`src/rtl/game_pkg.sv`:
```
// Constants shared by the whack-a-mole game blocks (FSM, timer, display).
// The BCD helper is only used at elaboration time to form load values.
package game_pkg;

   localparam int CLK_HZ_DEFAULT       = 100_000_000;
   localparam int GAME_SECONDS_DEFAULT = 30;
   localparam int SECS_W               = 7;
   localparam int BCD_W                = 4;

   function automatic logic [2*BCD_W-1:0] to_bcd(input int value);
      int tens;
      int ones;
      tens = value / 10;
      ones = value % 10;
      return {tens[BCD_W-1:0], ones[BCD_W-1:0]};
   endfunction

endpackage

```
`src/rtl/game_timer_bcd_down_counter.sv`:
```
// Two-digit loadable BCD down-counter; holds at 00 instead of wrapping.
module bcd_down_counter
   import game_pkg::*;
#(
   parameter logic [BCD_W-1:0] RESET_TENS = 4'd0,
   parameter logic [BCD_W-1:0] RESET_ONES = 4'd0
) (
   input  logic             clk,
   input  logic             reset,
   input  logic             load,
   input  logic [BCD_W-1:0] load_tens,
   input  logic [BCD_W-1:0] load_ones,
   input  logic             dec,
   output logic [BCD_W-1:0] tens,
   output logic [BCD_W-1:0] ones,
   output logic             zero
);

   logic [BCD_W-1:0] tens_q, tens_d;
   logic [BCD_W-1:0] ones_q, ones_d;
   logic             zero_s;

   assign zero_s = (tens_q == {BCD_W{1'b0}}) && (ones_q == {BCD_W{1'b0}});

   // Next digit values: load beats decrement; borrow from tens when ones is 0.
   always_comb begin
      tens_d = tens_q;
      ones_d = ones_q;
      if (load) begin
         tens_d = load_tens;
         ones_d = load_ones;
      end else if (dec && !zero_s) begin
         if (ones_q == {BCD_W{1'b0}}) begin
            ones_d = BCD_W'(9);
            tens_d = tens_q - BCD_W'(1);
         end else begin
            ones_d = ones_q - BCD_W'(1);
         end
      end else begin
         tens_d = tens_q;
         ones_d = ones_q;
      end
   end

   // Digit registers.
   always_ff @(posedge clk or posedge reset) begin
      if (reset) begin
         tens_q <= RESET_TENS;
         ones_q <= RESET_ONES;
      end else begin
         tens_q <= tens_d;
         ones_q <= ones_d;
      end
   end

   assign tens = tens_q;
   assign ones = ones_q;
   assign zero = zero_s;

endmodule

```
`src/rtl/game_timer.sv`:
```
// Round countdown timer: prescaler, seconds count (binary + BCD), expiry and
// last-seconds warning. sys_reset reloads a fresh round.
module game_timer
   import game_pkg::*;
#(
   parameter int CLK_HZ       = CLK_HZ_DEFAULT,
   parameter int GAME_SECONDS = GAME_SECONDS_DEFAULT,
   parameter int WARN_SECONDS = 5
) (
   input  logic              clk,
   input  logic              reset,
   input  logic              sys_reset,
   input  logic              game_active,
   output logic              game_time_up,
   output logic              sec_tick,
   output logic [SECS_W-1:0] secs_left,
   output logic [BCD_W-1:0]  secs_tens,
   output logic [BCD_W-1:0]  secs_ones,
   output logic              warn
);

   localparam int                  PRESC_W   = (CLK_HZ > 1) ? $clog2(CLK_HZ) : 1;
   localparam logic [PRESC_W-1:0]  PRESC_TC  = PRESC_W'(CLK_HZ - 1);
   localparam logic [SECS_W-1:0]   SECS_LOAD = SECS_W'(GAME_SECONDS);
   localparam logic [SECS_W-1:0]   WARN_V    = SECS_W'(WARN_SECONDS);
   localparam logic [2*BCD_W-1:0]  LOAD_BCD  = to_bcd(GAME_SECONDS);
   localparam logic [BCD_W-1:0]    LOAD_TENS = LOAD_BCD[2*BCD_W-1:BCD_W];
   localparam logic [BCD_W-1:0]    LOAD_ONES = LOAD_BCD[BCD_W-1:0];

   logic [PRESC_W-1:0] presc_q, presc_d;
   logic [SECS_W-1:0]  secs_q, secs_d;
   logic               time_up_q, time_up_d;
   logic               tick_q, tick_d;
   logic               warn_q, warn_d;
   logic               run_s;
   logic               tc_s;
   logic               bcd_zero_s;

   // The BCD zero flag also blocks counting, so the count can never wrap.
   assign run_s = game_active && !time_up_q && !sys_reset && !bcd_zero_s;
   assign tc_s  = run_s && (presc_q == PRESC_TC);

   // Next-state for prescaler, seconds, expiry, tick and warning.
   always_comb begin
      presc_d   = presc_q;
      secs_d    = secs_q;
      time_up_d = time_up_q;
      tick_d    = 1'b0;
      warn_d    = 1'b0;
      if (sys_reset) begin
         presc_d   = {PRESC_W{1'b0}};
         secs_d    = SECS_LOAD;
         time_up_d = 1'b0;
      end else begin
         if (run_s) begin
            presc_d = tc_s ? {PRESC_W{1'b0}} : (presc_q + PRESC_W'(1));
         end else begin
            presc_d = presc_q;
         end
         if (tc_s) begin
            secs_d = secs_q - SECS_W'(1);
            tick_d = 1'b1;
            if (secs_q == SECS_W'(1)) begin
               time_up_d = 1'b1;
            end else begin
               time_up_d = time_up_q;
            end
         end else begin
            secs_d = secs_q;
         end
         // Warn tracks the value secs_left will show, so it lines up with the display.
         warn_d = (WARN_SECONDS > 0) && game_active &&
                  (secs_d != {SECS_W{1'b0}}) && (secs_d <= WARN_V);
      end
   end

   // Timer state registers.
   always_ff @(posedge clk or posedge reset) begin
      if (reset) begin
         presc_q   <= {PRESC_W{1'b0}};
         secs_q    <= SECS_LOAD;
         time_up_q <= 1'b0;
         tick_q    <= 1'b0;
         warn_q    <= 1'b0;
      end else begin
         presc_q   <= presc_d;
         secs_q    <= secs_d;
         time_up_q <= time_up_d;
         tick_q    <= tick_d;
         warn_q    <= warn_d;
      end
   end

   bcd_down_counter #(
      .RESET_TENS (LOAD_TENS),
      .RESET_ONES (LOAD_ONES)
   ) u_bcd (
      .clk       (clk),
      .reset     (reset),
      .load      (sys_reset),
      .load_tens (LOAD_TENS),
      .load_ones (LOAD_ONES),
      .dec       (tc_s),
      .tens      (secs_tens),
      .ones      (secs_ones),
      .zero      (bcd_zero_s)
   );

   assign game_time_up = time_up_q;
   assign sec_tick     = tick_q;
   assign secs_left    = secs_q;
   assign warn         = warn_q;

endmodule

```
`config.mk`:
```
export PLATFORM = sky130hd
export DESIGN_NAME = game_timer
export DESIGN_NICKNAME = d
export VERILOG_FILES = /design/src/rtl/game_pkg.sv /design/src/rtl/game_timer_bcd_down_counter.sv /design/src/rtl/game_timer.sv
export SDC_FILE = /design/constraint.sdc
export NUM_CORES = 1
export LEC_CHECK = 0
export CORE_MARGIN = 2
export CORE_UTILIZATION = 30
export DETAILED_ROUTE_END_ITERATION = 8
export SLEW_MARGIN = 10
export SYNTH_ARGS = -nofsm -noshare
export SYNTH_HDL_FRONTEND = slang
export SYNTH_SLANG_ARGS = --single-unit
export TNS_END_PERCENT = 1
```
`constraint.sdc`:
```
create_clock -name clk -period 8 [get_ports clk]
set_clock_uncertainty 0.15 [all_clocks]
set_input_delay 1.6 -clock clk [delete_from_list [all_inputs] [get_ports clk]]
set_output_delay 1.6 -clock clk [all_outputs]
set_load 0.005 [all_outputs]
```
==> impl_summary.txt <==
----------------------------------------------------
[Outcome]
  Outcome ... completed

[STA]
  Fin worst setup slack ... 3520 ps
  Slew at the pin with the worst max-slew slack ... 1150 ps
  RSZ-0062 raised after global routing ... false
  Number of hold violations in the final report ... 0
  Final worst path period need ... 4480 ps
  Count of endpoints failing setup in the final report ... 0
  Aggregate negative setup slack ... 0 ps
  Share of the clock period used by the worst path ... 56.0%
  Final number of max-transition violations ... 0
  Max Clk Rate ... 223 MHz
  Worst max-slew margin expressed relative to the limit ... 23.4%

[Drt]
  Post-DR wirelength/cell ... 13.7 um
  Length of the first detailed-routing pass in iterations ... 6
  Routed via count ... 2098
  Mean number of vias per cell ... 5.10
  Antenna-violating nets left ... 0
  WL final ... 5620 um
  DRC errors left ... 0
  DRT iter0 DRCs ... 110

[Clock network]
  Post-CTS setup buffers ... 0
  Worst skew pair latency ... 300 ps
  Clock tree from TritonCTS ... yes
  Maximum count of clock buffers along a single path ... 2
  Total of hold buffers inserted after clock tree synthesis ... 0
  H-tree depth ... 2
  Clock sink count ... 45
  Number of buffers added by the clock tree synthesis step ... 5
  Post-CTS resize count ... 0
  Root Driver ... clkbuf_8
  Clock transition at the registers of the reported paths ... 80 ps

[Synth]
  Summed instance area of the synthesized netlist ... 2530 sq um
  Gate Count Post-Synth ... 285
  Number of library cell types mapped by synthesis ... 41
  Mean area per synthesized cell ... 8.88 sq um
  Syn_nets ... 295
  Number of flops mapped to enable cells by yosys ... 0
  Flip-flop and latch count after synthesis ... 45
  Ranking of synthesized cells by area ... dfrtp_1 (39%), nor2_1 (6.5%), dfstp_2 (6.2%)
  Share of synthesized area occupied by flip-flops and latches ... 44.8%
  Synth top area share ... 38.6%
  Most used flip-flop cell after synthesis ... dfrtp_1
  FFs w/ async S/R, synth ... 100%
  Cell type with the highest aggregate area in the netlist ... dfrtp_1
  Synth warnings ... 0

[Run]
  Max_cap viols ... 0

[Placement]
  HPWL after detailed placement ... 3970 um
  Routability congestion estimate ... 0.799
  Post-place setup slack ... 3210 ps
  Port Buf Inserts ... 21

[Pwr]
  Combinational cell fraction of total power ... 3.6%
  Sequential share of power ... 57.3%
  Clock network fraction of total power ... 39.1%
  Worst voltage drop across the vdd grid ... 0.0583 mV
  Lkg Pwr ... 0.00114 uW
  Tot Pwr ... 399 uW
  Total net switching power ... 89.3 uW
  Power per Cell Area ... 135 nW/um^2
  Proportion of total power due to net switching ... 22.4%
  Internal Dissipation ... 309 uW

[Min path]
  Min-Delay Path Class ... register to register
  Worst Hold Path EP ... game_time_up
  Count of cells along the worst hold path ... 1
  Hold path startpoint ... game_time_up

[Setup path]
  Worst r2r dst ... presc_q[16]
  CP startpoint kind ... primary input
  FF-to-FF path depth ... 8
  Longest individual stage delay on the worst path ... 740 ps
  Worst path top cell family by delay ... simple AND/OR/NAND/NOR gates
  Type of the worst setup path ... primary input to register
  Reg-to-reg critical path startpoint ... u_bcd.ones[0]
  Cells traversed along the worst timing path ... clkdlybuf4s50_1 -> a311o_1 -> or4_1 -> or3_4 -> or3_1 -> a21oi_1
  Count of buffering cells on the critical path with inverters included ... 1
  Worst Path Max Fanout ... 17
  Worst path arrival time ... 4550 ps
  Master of the slowest instance on the critical path ... or4_1
  Reg-to-reg setup timing slack ... 4500 ps
  Element type at the critical path end ... register
  Crit path required time ... 8070 ps

[Final layout]
  Share of cells above drive strength 1 ... 7.52%
  Final Util ... 35.9%
  Number of diodes added for antenna fixing ... 0
  Area added between synthesis and finish ... 16.7%
  Final nets ... 315
  Number of inserted filler cells in the final layout ... 863

[GRT]
  Vias in the first global route ... 2024
  Maximum number of pins on one net before global-route repair ... 46
  Wire length of the first global-routing pass ... 9660 um
  Overall fraction of global-route tracks in use ... 13.3%
  Total overflow reported by the global router ... 0
  Number of antenna violations at the first check in global routing ... 0

[Floorplan]
  Height of the chip ... 95.9 um
  Die X ... 95.9 um
  Number of placement rows ... 33
  Core ar. ... 8220 sq um
  Die Area ... 9190 sq um
  Effective utilization at floorplan ... 30.8%
  Ports placed on the boundary ... 22

----------------------------------------------------
[cells in the mapped netlist (2+ instances only)]
| library cell | instances |
|---|---|
| a211oi_1 | 2 |
| a21oi_1 | 14 |
| and2_1 | 2 |
| and3_1 | 3 |
| and4_1 | 3 |
| clkbuf_1 | 8 |
| dfrtp_1 | 39 |
| dfstp_2 | 6 |
| ha_1 | 6 |
| inv_1 | 17 |
| nand2_1 | 25 |
| nand2b_1 | 3 |
| nand3_1 | 14 |
| nand4_1 | 6 |
| nor2_1 | 44 |
| nor3_1 | 6 |
| nor3b_1 | 6 |
| nor4_1 | 6 |
| nor4b_1 | 2 |
| o21a_1 | 2 |
| o21ai_0 | 11 |
| o31a_1 | 2 |
| or2_2 | 2 |
| or3_1 | 10 |
| or3_4 | 2 |
| or4_1 | 4 |
| xnor2_1 | 15 |
| xor2_1 | 12 |
[cells in the final DEF, fill, tap and decap left out, drive strengths merged, types with 3 or more instances in the layout]
master / Yosys / routed
a21oi: 14 / 14
and3: 3 / 3
and4: 3 / 3
clkbuf: 8 / 7
clkdlybuf4s50: 0 / 21
dfrtp: 39 / 39
dfstp: 6 / 6
ha: 6 / 6
inv: 17 / 17
nand2: 25 / 25
nand2b: 3 / 3
nand3: 14 / 14
nand4: 6 / 6
nor2: 44 / 44
nor3: 6 / 6
nor3b: 6 / 6
nor4: 7 / 7
o21ai: 11 / 11
or3: 12 / 12
or4: 4 / 4
xnor2: 15 / 15
xor2: 12 / 12
[final cells by class]
| class | count | area [sq um] | area share (%) |
|---|---|---|---|
| repair buffers | 22 | 218 | 7.37 |
| inverters | 17 | 63.8 | 2.16 |
| clock inverters | 1 | 5.00 | 0.169 |
| well taps | 105 | 131 | 4.45 |
| clock buffers | 7 | 96.3 | 3.26 |
| flip-flops and latches | 45 | 1130 | 38.4 |
| multi-input cells | 214 | 1310 | 44.2 |
[layer usage]
metal  up-vias  routed length [um]  track usage, %
met5         -                   0               0
met4         0                  69            3.57
met3        10                 206            2.82
met2        31                2570            20.7
met1      1027                2770            18.7
li1       1030                   -               -
[state kept, by name, summed over array words and instances (netlist names)]
register      count
game_time_up      1
u_bcd.tens        4
secs_left         7
sec_tick          1
u_bcd.ones        4
warn              1
presc_q          27
[kinds of logic after synthesis]
group	after synthesis	share of synthesized area [%]
adders and majority gates	6	2.97
xor gates and xnor gates	27	9.34
AOI/OAI and AO/OA	39	9.69
and+or+nand+nor	141	28.9
DFF	45	44.8
buffers and inverters	26	3.90
muxes	1	0.395
[power by group through the flow]
stage               Clock [uW]  Sequential (uW)  Combinational, uW
CTS                        160              229               14.9
global placement             0              233               14.7
global route               170              229               16.8
detailed placement           0              233               15.0
finish                     156              229               14.3
floorplan                    0              233               9.80
[worst max path at each step]
stage | slack (ps) | endpoint | depth (start not counted) | start
after global routing | 3300 | presc_q[22] | 5 | sys_reset
after floorplan | 4120 | warn | 7 | sys_reset
after detailed placement | 3210 | presc_q[9] | 5 | sys_reset
after CTS | 3520 | secs_left[5] | 6 | sys_reset
final | 3520 | secs_left[5] | 6 | sys_reset
after global placement | 3270 | secs_left[6] | 6 | sys_reset
[metrics by stage]
step / hold slack [ps] / std cells / cell area [sq um]
6_report: 377 / 411 / 2950
5_1_grt: 405 / 411 / 2950
4_1_cts: 378 / 411 / 2950
3_5_place_dp: 359 / 403 / 2850
3_3_place_gp: 349 / 403 / 2850
2_1_floorplan: 350 / 285 / 2530
Power figures use the tool's default switching activity.
